**src/rtl/laser500_kbd_pkg.sv**
```systemverilog
// Shared constants, types and keymap helpers for the Laser 350/500/700 PS/2 keyboard front end.
// Keymap ({ext, code} -> row/col), every other code is unmapped:
//   row 0: 16 '1' c0, 1E '2' c1, 26 '3' c2, 25 '4' c3, 2E '5' c4
//   row 1: 15 Q c0, 1D W c1, 24 E c2, 2D R c3, 1C A c4, 1B S c5
//   row 2: 23 D c0, 2B F c1, 34 G c2, 33 H c3
//   row 3: 1A Z c0, 22 X c1, 21 C c2, 2A V c3
//   row 4: 32 B c0, 31 N c1, 3A M c2, 29 Space c4
//   row 5: 36 '6' c0, 3D '7' c1, 3E '8' c2, 46 '9' c3, 45 '0' c4
//   row 6: 2C T c0, 35 Y c1, 5A Enter c2, 3C U c3
//   row 7: 43 I c0, 44 O c1, 4D P c2
//   row 8: 3B J c0, 42 K c1, 4B L c2
//   row 9: 12 Shift c0, 14 Ctrl c1, 66 Backspace c2
//   row 10: E0 75 Up c0, E0 72 Down c1, E0 6B Left c2, E0 74 Right c3
package laser500_kbd_pkg;

    localparam int ROWS = 11;
    localparam int COLS = 7;

    localparam logic [7:0] SC_EXT = 8'hE0;
    localparam logic [7:0] SC_BRK = 8'hF0;

    typedef struct packed {
        logic       valid;
        logic [3:0] row;
        logic [2:0] col;
    } key_entry_t;

    typedef enum logic {
        ST_IDLE = 1'b0,
        ST_RX   = 1'b1
    } rx_state_e;

    function automatic key_entry_t key_at(input logic [3:0] r, input logic [2:0] c);
        key_entry_t e;
        e.valid = 1'b1;
        e.row   = r;
        e.col   = c;
        return e;
    endfunction

endpackage

```
**src/rtl/laser500_keymap.sv**
```systemverilog
// Combinational lookup from {ext, scancode} to a matrix position; misses return valid = 0.
module laser500_keymap
    import laser500_kbd_pkg::*;
(
    input  logic [8:0] key_i,
    output key_entry_t entry_o
);

    always_comb begin
        entry_o = '0;
        case (key_i)
            9'h016: entry_o = key_at(4'd0, 3'd0);
            9'h01E: entry_o = key_at(4'd0, 3'd1);
            9'h026: entry_o = key_at(4'd0, 3'd2);
            9'h025: entry_o = key_at(4'd0, 3'd3);
            9'h02E: entry_o = key_at(4'd0, 3'd4);
            9'h015: entry_o = key_at(4'd1, 3'd0);
            9'h01D: entry_o = key_at(4'd1, 3'd1);
            9'h024: entry_o = key_at(4'd1, 3'd2);
            9'h02D: entry_o = key_at(4'd1, 3'd3);
            9'h01C: entry_o = key_at(4'd1, 3'd4);
            9'h01B: entry_o = key_at(4'd1, 3'd5);
            9'h023: entry_o = key_at(4'd2, 3'd0);
            9'h02B: entry_o = key_at(4'd2, 3'd1);
            9'h034: entry_o = key_at(4'd2, 3'd2);
            9'h033: entry_o = key_at(4'd2, 3'd3);
            9'h01A: entry_o = key_at(4'd3, 3'd0);
            9'h022: entry_o = key_at(4'd3, 3'd1);
            9'h021: entry_o = key_at(4'd3, 3'd2);
            9'h02A: entry_o = key_at(4'd3, 3'd3);
            9'h032: entry_o = key_at(4'd4, 3'd0);
            9'h031: entry_o = key_at(4'd4, 3'd1);
            9'h03A: entry_o = key_at(4'd4, 3'd2);
            9'h029: entry_o = key_at(4'd4, 3'd4);
            9'h036: entry_o = key_at(4'd5, 3'd0);
            9'h03D: entry_o = key_at(4'd5, 3'd1);
            9'h03E: entry_o = key_at(4'd5, 3'd2);
            9'h046: entry_o = key_at(4'd5, 3'd3);
            9'h045: entry_o = key_at(4'd5, 3'd4);
            9'h02C: entry_o = key_at(4'd6, 3'd0);
            9'h035: entry_o = key_at(4'd6, 3'd1);
            9'h05A: entry_o = key_at(4'd6, 3'd2);
            9'h03C: entry_o = key_at(4'd6, 3'd3);
            9'h043: entry_o = key_at(4'd7, 3'd0);
            9'h044: entry_o = key_at(4'd7, 3'd1);
            9'h04D: entry_o = key_at(4'd7, 3'd2);
            9'h03B: entry_o = key_at(4'd8, 3'd0);
            9'h042: entry_o = key_at(4'd8, 3'd1);
            9'h04B: entry_o = key_at(4'd8, 3'd2);
            9'h012: entry_o = key_at(4'd9, 3'd0);
            9'h014: entry_o = key_at(4'd9, 3'd1);
            9'h066: entry_o = key_at(4'd9, 3'd2);
            9'h175: entry_o = key_at(4'd10, 3'd0);
            9'h172: entry_o = key_at(4'd10, 3'd1);
            9'h16B: entry_o = key_at(4'd10, 3'd2);
            9'h174: entry_o = key_at(4'd10, 3'd3);
            default: entry_o = '0;
        endcase
    end

endmodule

```
**src/rtl/laser500_keyboard.sv**
```systemverilog
// PS/2 receiver, make/break decoder and key matrix with the active-low row/column read path
// used by the Z80 keyboard port.
module laser500_keyboard
    import laser500_kbd_pkg::*;
#(
    parameter int CLK_HZ     = 4000000,
    parameter int TIMEOUT_US = 2000
) (
    input  logic            clk,
    input  logic            reset_n,
    input  logic            ps2_clk,
    input  logic            ps2_data,
    input  logic [ROWS-1:0] row_sel_n,
    input  logic            clear,
    output logic [COLS-1:0] col_n,
    output logic            scan_valid,
    output logic [7:0]      scan_code,
    output logic            frame_err
);

    localparam int          TO_LIMIT_INT = (CLK_HZ / 1000000) * TIMEOUT_US - 1;
    localparam logic [15:0] TO_LIMIT     = TO_LIMIT_INT[15:0];

    if (TO_LIMIT_INT < 1 || TO_LIMIT_INT > 65535) begin : g_limit_check
        $error("laser500_keyboard: timeout limit does not fit the 16-bit timer");
    end

    logic [2:0]            ps2c_q;
    logic [1:0]            ps2d_q;
    rx_state_e             state_q, state_d;
    logic [3:0]            bitcnt_q, bitcnt_d;
    logic [8:0]            shreg_q, shreg_d;
    logic [15:0]           timer_q, timer_d;
    logic                  scan_valid_q, frame_err_q;
    logic [7:0]            scan_code_q;
    logic                  ext_q, ext_d, brk_q, brk_d;
    logic [ROWS-1:0][COLS-1:0] matrix_q, matrix_d;

    logic       fall, rx_bit;
    logic       start_rx, shift_en, stop_edge, timeout;
    logic       frame_ok, accept, err;
    logic [7:0] rx_byte;
    key_entry_t entry;

    // Synchronisers idle high so reset never fabricates a falling edge.
    always_ff @(posedge clk or negedge reset_n) begin
        if (!reset_n) begin
            ps2c_q <= '1;
            ps2d_q <= '1;
        end else begin
            ps2c_q <= {ps2c_q[1:0], ps2_clk};
            ps2d_q <= {ps2d_q[0], ps2_data};
        end
    end

    assign fall   = ~ps2c_q[1] & ps2c_q[2];
    assign rx_bit = ps2d_q[1];

    always_ff @(posedge clk or negedge reset_n) begin
        if (!reset_n) state_q <= ST_IDLE;
        else          state_q <= state_d;
    end

    always_comb begin
        state_d = state_q;
        case (state_q)
            ST_IDLE: if (fall && !rx_bit) state_d = ST_RX;
            ST_RX: begin
                if (fall && bitcnt_q == 4'd10)          state_d = ST_IDLE;
                else if (!fall && timer_q == TO_LIMIT)  state_d = ST_IDLE;
            end
            default: state_d = ST_IDLE;
        endcase
    end

    always_comb begin
        start_rx  = (state_q == ST_IDLE) && fall && !rx_bit;
        shift_en  = (state_q == ST_RX) && fall && (bitcnt_q != 4'd10);
        stop_edge = (state_q == ST_RX) && fall && (bitcnt_q == 4'd10);
        timeout   = (state_q == ST_RX) && !fall && (timer_q == TO_LIMIT);
    end

    // Odd parity: data bits plus parity bit must hold an odd number of ones.
    assign frame_ok = rx_bit & (^shreg_q);
    assign accept   = stop_edge & frame_ok;
    assign err      = (stop_edge & ~frame_ok) | timeout;
    assign rx_byte  = shreg_q[7:0];

    always_comb begin
        bitcnt_d = bitcnt_q;
        shreg_d  = shreg_q;
        timer_d  = timer_q;
        if (start_rx)      bitcnt_d = 4'd1;
        else if (shift_en) bitcnt_d = bitcnt_q + 4'd1;
        if (shift_en)      shreg_d = {rx_bit, shreg_q[8:1]};
        if (fall || timeout)          timer_d = '0;
        else if (state_q == ST_RX)    timer_d = timer_q + 16'd1;
    end

    always_ff @(posedge clk or negedge reset_n) begin
        if (!reset_n) begin
            bitcnt_q     <= '0;
            shreg_q      <= '0;
            timer_q      <= '0;
            scan_valid_q <= 1'b0;
            scan_code_q  <= '0;
            frame_err_q  <= 1'b0;
        end else begin
            bitcnt_q     <= bitcnt_d;
            shreg_q      <= shreg_d;
            timer_q      <= timer_d;
            scan_valid_q <= accept;
            frame_err_q  <= err;
            if (accept) scan_code_q <= rx_byte;
        end
    end

    laser500_keymap u_keymap (
        .key_i   ({ext_q, rx_byte}),
        .entry_o (entry)
    );

    // Decoder acts on the byte as it is accepted so the matrix lands with scan_valid.
    always_comb begin
        ext_d    = ext_q;
        brk_d    = brk_q;
        matrix_d = matrix_q;
        if (accept) begin
            if (rx_byte == SC_EXT) begin
                ext_d = 1'b1;
            end else if (rx_byte == SC_BRK) begin
                brk_d = 1'b1;
            end else begin
                ext_d = 1'b0;
                brk_d = 1'b0;
                if (entry.valid) matrix_d[entry.row][entry.col] = brk_q;
            end
        end
        if (clear) begin
            matrix_d = '1;
            ext_d    = 1'b0;
            brk_d    = 1'b0;
        end
    end

    always_ff @(posedge clk or negedge reset_n) begin
        if (!reset_n) begin
            ext_q    <= 1'b0;
            brk_q    <= 1'b0;
            matrix_q <= '1;
        end else begin
            ext_q    <= ext_d;
            brk_q    <= brk_d;
            matrix_q <= matrix_d;
        end
    end

    always_comb begin
        col_n = '1;
        for (int r = 0; r < ROWS; r++) begin
            col_n = col_n & (matrix_q[r] | {COLS{row_sel_n[r]}});
        end
    end

    assign scan_valid = scan_valid_q;
    assign scan_code  = scan_code_q;
    assign frame_err  = frame_err_q;

endmodule

```
**config.mk**
```make
export PLATFORM = sky130hd
export DESIGN_NAME = laser500_keyboard
export DESIGN_NICKNAME = d
export VERILOG_FILES = /design/src/rtl/laser500_kbd_pkg.sv /design/src/rtl/laser500_keymap.sv /design/src/rtl/laser500_keyboard.sv
export SDC_FILE = /design/constraint.sdc
export NUM_CORES = 1
export LEC_CHECK = 0
export ABC_AREA = 1
export CAP_MARGIN = 40
export CORE_MARGIN = 4
export CORE_UTILIZATION = 56
export CTS_CLUSTER_DIAMETER = 80
export DETAILED_ROUTE_END_ITERATION = 7
export PLACE_DENSITY = 0.76
export SYNTH_ARGS = -nofsm -noshare
export SYNTH_HDL_FRONTEND = slang
export SYNTH_SLANG_ARGS = --single-unit
```
**constraint.sdc**
```tcl
create_clock -name clk -period 2.2 [get_ports clk]
set_input_delay 0.55 -clock clk [delete_from_list [all_inputs] [get_ports clk]]
set_output_delay 0.55 -clock clk [all_outputs]
set_load 0.05 [all_outputs]
```
==> flow_metrics.py, run 1 <==
metrics = {
    "outcome": {
        "status": "stopped before the end",
        "failed_stage": "5_1_grt",
        "error": "[ERROR GRT-0232] Routing congestion too high. Check the congestion heatmap in the GUI.",
    },
    "synth": {
        "ys_types": 44,
        "postSynthAreaPerCell_um2": 6.87,
        "synth_top_cell_by_area": "dfstp_2",
        "synthXorXnorAreaFrac_pct": 0.754,
        "netlist.area_leader.share_pct": 26.5,
        "synth-simple-area-share_pct": 43.0,
        "muxShareOfSynthArea_pct": 0,
        "ys_warn_count": 0,
        "syn_nets": 1217,
        "synth_seq_cells": 124,
        "synth-seq-area-share_pct": 39.4,
        "async_reset_ff_share_pct": 100,
        "synth_most_common_cell": "nand2_1",
        "synth_area_leaders": "dfstp_2 27%, nand2_1 22%, dfrtp_1 13%, nand3_1 8.5%, nor2_1 4.0%",
        "synth_edf_count": 0,
        "synth-compound-area-share_pct": 7.56,
        "synth_top_family_by_area": "simple AND/OR/NAND/NOR gates",
        "netlist_area_um2": 8130,
        "synth_cells": 1183,
        "synthAdderAreaFrac_pct": 2.77,
        "synthTopCellsByCount": "487 x nand2_1, 138 x nand3_1, 87 x nor2_1",
        "synthFlopType": "dfstp_2",
    },
    "place": {
        "place_congestion": 0.976,
        "portBuffers": 32,
        "hpwl_mm": 15.5,
        "placed_cell_area_um2": 9460,
    },
    "floorplan": {
        "start_util_pct": 57.9,
        "rows": 43,
        "pin_count": 33,
        "die_y_um": 128,
        "die-width_um": 128,
    },
    "cts": {
        "cts.path.max_buffers": 2,
        "root_buffer": "clkbuf_16",
        "cts_hold_buffers": 0,
        "cts_made_buffers": 17,
        "htree_levels": 4,
        "cts.sinks": 124,
    },
    "global_routing": {
        "grtUsageTotal_pct": 67.9,
        "grt_max_degree": 73,
        "grt-ovfl-total": 4,
    },
    "sta": {
        "crit_endpoint": "matrix_q[7]$_DFFE_PN1P_/D",
        "worstEpCategory": "sequential cell input",
    },
}
==> cells by family after synthesis <==
| family | after synthesis |
|---|---|
| and+or+nand+nor | 800 |
| buffers and inverters | 124 |
| DFF | 124 |
| AOI/OAI and AO/OA | 110 |
| adders and majority gates | 18 |
| xor gates and xnor gates | 7 |
==> timing repair <==
action | in CTS
resized for setup | 383
pin swaps | 157
endpoints found under the setup margin | 66
setup buffers | 71
cloned | 22
==> stage by stage <==
stage               setup TNS [ns]  instances  util (%)  setup WS, ns
floorplan                   -0.238       1183         -        -0.238
global placement            -15.81       1440      67.4        -0.531
detailed placement          -18.84       1440      67.4        -0.552
CTS                         -12.10       1564      90.8        -0.395
==> metal layers <==
layer	track usage [%]	overflow
met1	67.6	0
met2	86.6	2
met3	51.1	0
met4	66.9	2
met5	14.4	0
==> run 2, diff against run 1 <==
Settings changed: CORE_UTILIZATION 56 to 40, CTS_CLUSTER_DIAMETER 80 to default, PLACE_DENSITY 0.76 to default, PLACE_DENSITY_LB_ADDON from default to 0.15.
Clock period 2.2 ns to 2.85 ns, I/O delays scaled along.
==> run 2 against run 1 <==
  * The flow now finishes without violations
  * Synthesized area unchanged
  * Synthesized cell count unchanged
==> flow_metrics.py, run 2 <==
metrics = {
    "power_and_ir_drop": {
        "peakVddDrop_mv": 0.460,
        "power_mw": 5.98,
        "power_leakage_nw": 4.70,
        "powerDensity_nw_per_um2": 609,
    },
    "synth": {
        "ys_types": 44,
        "synthXorXnorAreaFrac_pct": 0.754,
        "synth_top_family_by_area": "simple AND/OR/NAND/NOR gates",
        "synthTopCellsByCount": "487 x nand2_1, 138 x nand3_1, 87 x nor2_1",
        "netlist.area_leader.share_pct": 26.5,
        "syn_nets": 1217,
        "synth_edf_count": 0,
        "synth-seq-area-share_pct": 39.4,
        "synth_seq_cells": 124,
        "synthFlopType": "dfstp_2",
        "synth_most_common_cell": "nand2_1",
        "netlist_area_um2": 8130,
        "synth_top_cell_by_area": "dfstp_2",
        "ys_warn_count": 0,
        "synth-compound-area-share_pct": 7.56,
        "synth_area_leaders": "dfstp_2 27%, nand2_1 22%, dfrtp_1 13%, nand3_1 8.5%, nor2_1 4.0%",
        "async_reset_ff_share_pct": 100,
        "synthAdderAreaFrac_pct": 2.77,
        "synth-simple-area-share_pct": 43.0,
        "synth_cells": 1183,
        "muxShareOfSynthArea_pct": 0,
        "postSynthAreaPerCell_um2": 6.87,
    },
    "min_path": {
        "hp-class": "reg -> reg",
        "hp-start": "ps2d_q[0]",
        "holdPathEnd": "ps2d_q[1]",
        "hold_depth": 0,
    },
    "sta": {
        "whs_ns": 0.355,
        "tns_ns": 0,
        "tightestPinTransition_ns": 0.943,
        "slew_violations": 0,
        "fin_worst_skew_ns": 0.0109,
        "period_minus_slack_ns": 2.80,
        "finalHoldViolCount": 0,
        "max_slew_margin_pct": 37.1,
        "rsz0062_at_grt": "yes",
        "setup_viol": 0,
        "clock.fmax_mhz": 357,
        "min_period_over_period_pct": 98.4,
    },
    "setup_path": {
        "reg2reg_slack_ns": 0.22,
        "reg2reg_to": "matrix_q[6]",
        "startpoint": "matrix_q[2]",
        "worst-path-max-fanout": 2,
        "crit_type": "reg -> out",
        "cp_slowest_cell": "dfstp_2",
        "required_ns": 2.14,
        "reg2reg_depth": 17,
        "r2r_start": "shreg_q[0]",
        "cp.arrival_ns": 2.09,
        "critPathCaptureType": "output pin",
        "start_kind": "flop",
        "path_cells": "nor2_1 > nor2_1 > o221ai_2 > nor4_2 > o21ai_1 > nor4_2 > buf_4 > buf_12",
        "cpPeakStageDelay_ns": 0.53,
    },
    "place": {
        "portBuffers": 32,
        "place_congestion": 0.905,
        "hpwl_mm": 16.2,
        "placed_cell_area_um2": 9080,
    },
    "global_routing": {
        "grt_pass1_vias": 7272,
        "antenna_found_initial": 0,
        "grtUsageTotal_pct": 21.0,
        "grt-ovfl-total": 0,
        "grt_pass1_wl_mm": 37.5,
        "grt_max_degree": 99,
    },
    "cells_and_area": {
        "drive_above_1_share_pct": 20.8,
        "largest_register_ffs": 77,
        "reg_top3": "matrix_q x77, timer_q x16, shreg_q x9",
        "area_growth_pct": 20.8,
        "antennaDiodeCount": 0,
        "regMostFlops": "matrix_q",
        "fin_nets": 1274,
        "num-fill-cells": 1932,
        "layout_commonest_cell": "nand2_1",
        "multi_input_area_um2": 4510,
        "regArea_um2": 3210,
        "layout_common_cells": "484 x nand2_1, 138 x nand3_1, 87 x nor2_1",
        "final_area_um2": 9810,
    },
    "routing": {
        "antenna_left": 0,
        "drt-total-wl_mm": 22.6,
        "wl_per_cell_um": 14.9,
        "vias": 7704,
        "vias_per_cell": 5.08,
        "drc": 0,
        "drt_iter0_drc": 548,
        "drt_pass1_iterations": 5,
    },
    "floorplan": {
        "fp.coreArea_um2": 19700,
        "rows": 51,
        "dieArea_um2": 22700,
        "start_util_pct": 41.2,
        "pin_count": 33,
        "die_y_um": 151,
        "die-width_um": 151,
    },
    "cts": {
        "cts_hold_buffers": 0,
        "clock_latency_ns": 0.42,
        "htree_levels": 4,
        "cts.path.max_buffers": 2,
        "clkTransAtPathRegs_ns": 0.06,
        "cts_made_buffers": 17,
        "root_buffer": "clkbuf_16",
        "cts_tree": "built",
        "cts.sinks": 124,
    },
    "flow_run": {
        "drv_cap": 0,
    },
    "outcome": {
        "status": "finished clean",
    },
}
## run 2: cell counts after synthesis
No cell type changed its count.
## run 2: routing by layer
| metal | GRT usage [%] | vias to the layer above | share of wire (%) |
|---|---|---|---|
| met2 | 34.2 | 144 | 47 |
| met5 | 0 | - | 0 |
| met1 | 27.5 | 3589 | 46 |
| met4 | 8.14 | 0 | 2.8 |
| li1 | - | 3937 | - |
| met3 | 3.97 | 34 | 3.7 |
## run 2: timing repair
item                                    in CTS  in global routing
setup buffers                                2                  5
pin swaps                                    7                  9
endpoints found under the setup margin       7                 35
gates resized for setup                     25                 12
## run 2: worst max-delay path by stage
stage | endpoint | cells past startpoint
floorplan | col_n[2] | 6
global placement | col_n[4] | 6
detailed placement | col_n[4] | 6
CTS | col_n[4] | 7
global route | col_n[2] | 8
finish | col_n[2] | 8
## run 2: logic make-up after synthesis
family          after synthesis
compound gates              110
flops                       124
buf+inv                     124
xor+xnor                      7
fa+ha+maj                    18
simple gates                800
## run 2: area by class of cell
type	instances	area share, %
Clock buffer	18	4.37
Sequential cell	124	32.7
Timing Repair Buffer	85	9.41
Multi-Input combinational cell	935	45.9
Clock inverter	14	1.25
Inverter	77	3.00
Tap cell	265	3.38
## run 2: through the flow
step,worst slack (ns),util (%),std cells
6_report,0.0466,49.8,1518
5_1_grt,-0.0756,49.8,1518
4_1_cts,0.00259,49.1,1513
3_5_place_dp,-0.230,46.1,1479
3_3_place_gp,-0.251,46.1,1479
2_1_floorplan,0.0825,-,1183
## run 2: where the power goes
part,internal [mW],leakage [nW],switching (mW)
combinational,0.577,3.01,1.01
sequential,2.11,1.43,0.233
clock,1.20,0.260,0.851
total,3.88,4.70,2.10
## run 2: critical path, delay by kind of cell (launching register included)
kind                   cells  cell delay [ns]
AND/OR/NAND/NOR            4             0.58
flip-flops                 1             0.53
buffers and inverters      2             0.33
AO/OA/AOI/OAI              2             0.22
(Power assumes the default switching activity.)
==> run 3, diff against run 2 <==
Settings changed: CORE_UTILIZATION 40 to 54.
==> run 3 against run 2 <==
  * Power is 3.7% higher
  * Core utilization is 16 points higher
  * Clock power is 12% higher
  * Die area is 25% lower
  * Critical endpoint is now col_n[1]
  * Largest cell class unchanged
  * Largest power group unchanged
==> flow_metrics.py, run 3 (synthesized netlist as in run 2, its figures left out) <==
metrics = {
    "cells_and_area": {
        "multi_input_area_um2": 4480,
        "fin_nets": 1266,
        "regMostFlops": "matrix_q",
        "final_area_um2": 9690,
        "area_growth_pct": 19.2,
        "post-route-util_pct": 66.1,
        "drive_above_1_share_pct": 19.9,
        "largest_register_ffs": 77,
        "layout_common_cells": "487 x nand2_1, 138 x nand3_1, 85 x nor2_1",
        "reg_top3": "matrix_q x77, timer_q x16, shreg_q x9",
        "regArea_um2": 3210,
        "num-fill-cells": 1253,
        "antennaDiodeCount": 0,
        "layout_commonest_cell": "nand2_1",
    },
    "power_and_ir_drop": {
        "switching_share_pct": 32.6,
        "power_mw": 6.20,
        "p_clk_share_pct": 37.1,
        "power.share.sequential_pct": 37.7,
        "peakVddDrop_mv": 0.523,
        "power_leakage_nw": 4.69,
        "switchingPower_mw": 2.02,
        "comb_power_share_pct": 25.2,
        "internal_power_mw": 4.18,
        "powerDensity_nw_per_um2": 640,
    },
    "sta": {
        "max_slew_margin_pct": 52.5,
        "slew_violations": 0,
        "tightestPinTransition_ns": 0.707,
        "clock.fmax_mhz": 362,
        "fin_worst_skew_ns": 0.00452,
        "min_period_over_period_pct": 96.9,
        "tns_ns": 0,
        "setup_viol": 0,
        "finalHoldViolCount": 0,
        "period_minus_slack_ns": 2.76,
    },
    "floorplan": {
        "die-width_um": 131,
        "die_y_um": 131,
        "dieArea_um2": 17100,
        "pin_count": 33,
        "start_util_pct": 55.5,
        "rows": 44,
        "fp.coreArea_um2": 14600,
    },
    "setup_path": {
        "start_kind": "input port",
        "critPathCaptureType": "output pin",
        "path_cells": "dlygate4sd2_1 > buf_4 > nor2_1 > nor3_1 > nor4b_2 > buf_4 > buf_12",
        "crit_top_cell": "buf_4",
        "worst-path-max-fanout": 4,
        "crit_type": "in -> out",
        "crit_buf_inv": 4,
        "required_ns": 2.14,
        "cp_top_family": "buffers and inverters",
        "cpPeakStageDelay_ns": 0.30,
        "cp.arrival_ns": 2.05,
        "cp_slowest_cell": "dlygate4sd2_1",
    },
    "global_routing": {
        "grtUsageTotal_pct": 26.3,
        "grt_pass1_vias": 7126,
        "grt_max_degree": 144,
        "antenna_found_initial": 0,
        "grt-ovfl-total": 0,
        "grt_pass1_wl_mm": 35.5,
    },
    "routing": {
        "drc": 0,
        "drt_iter0_drc": 594,
        "drt_pass1_iterations": 5,
        "drt-total-wl_mm": 21.2,
        "vias": 7767,
        "antenna_left": 0,
        "vias_per_cell": 5.44,
        "wl_per_cell_um": 14.8,
    },
    "cts": {
        "cts_hold_buffers": 0,
        "htree_levels": 4,
        "cts_made_buffers": 17,
        "cts.sinks": 124,
        "cts_tree": "built",
        "clock_latency_ns": 0.42,
        "cts.path.max_buffers": 2,
        "clkTransAtPathRegs_ns": 0.06,
        "root_buffer": "clkbuf_16",
    },
    "place": {
        "placed_cell_area_um2": 8890,
        "place_congestion": 0.908,
        "hpwl_mm": 14.8,
        "portBuffers": 32,
    },
    "flow_run": {
        "drv_cap": 0,
    },
    "min_path": {
        "hp-class": "in -> async",
    },
    "outcome": {
        "status": "finished clean",
    },
}
-- run 3: path summary, 6_finish.rpt --
kind | start | slack [ns] | end | depth (start not counted)
setup / recovery | row_sel_n[4] | 0.09 | col_n[1] | 7
hold reg to reg | ps2d_q[0] | 0.36 | ps2d_q[1] | 0
setup reg to reg | shreg_q[0] | 0.26 | matrix_q[6] | 17
max in group asynchronous | reset_n | 1.80 | matrix_q[26] | 2
min in group clk | ps2d_q[0] | 0.36 | ps2d_q[1] | 0
hold / removal | reset_n | 0.25 | timer_q[1] | 1
-- run 3: area by class of cell --
type | count | share of cell area, %
multi-input cells | 935 | 46.3
flip-flops and latches | 124 | 33.1
repair buffers | 77 | 8.76
clock buffers | 20 | 4.71
inverters | 77 | 3.04
well taps | 184 | 2.38
clock inverters | 12 | 1.74
-- run 3: power by group through the flow --
stage	Clock (mW)	Sequential, mW	Combinational, mW
floorplan	0	2.26	1.10
global placement	0	2.36	1.45
CTS	2.32	2.33	1.50
finish	2.30	2.34	1.56
detailed placement	0	2.35	1.48
global route	2.41	2.36	1.77
-- run 3: repair_timing --
action,4_1_cts,5_1_grt
setup buffers,1,7
gates resized for setup,19,8
pin swaps,6,7
hold endpoints to repair,0,0
endpoints found under the setup margin,7,39
-- run 3: per-stage QoR --
stage	setup WS, ns	hold WS, ns	cells
2_1_floorplan	0.0825	0.345	1183
3_3_place_gp	-0.177	0.346	1389
3_5_place_dp	-0.175	0.351	1389
4_1_cts	0.00351	0.244	1422
5_1_grt	-0.00834	0.264	1429
6_report	0.0896	0.254	1429
-- run 3: layer usage --
layer | GRT usage (%) | share of wire (%) | up-vias
met4 | 8.83 | 2.2 | 0
li1 | - | - | 3905
met5 | 0 | 0 | -
met2 | 42.3 | 47 | 221
met3 | 5.45 | 5.1 | 34
met1 | 35.8 | 45 | 3607
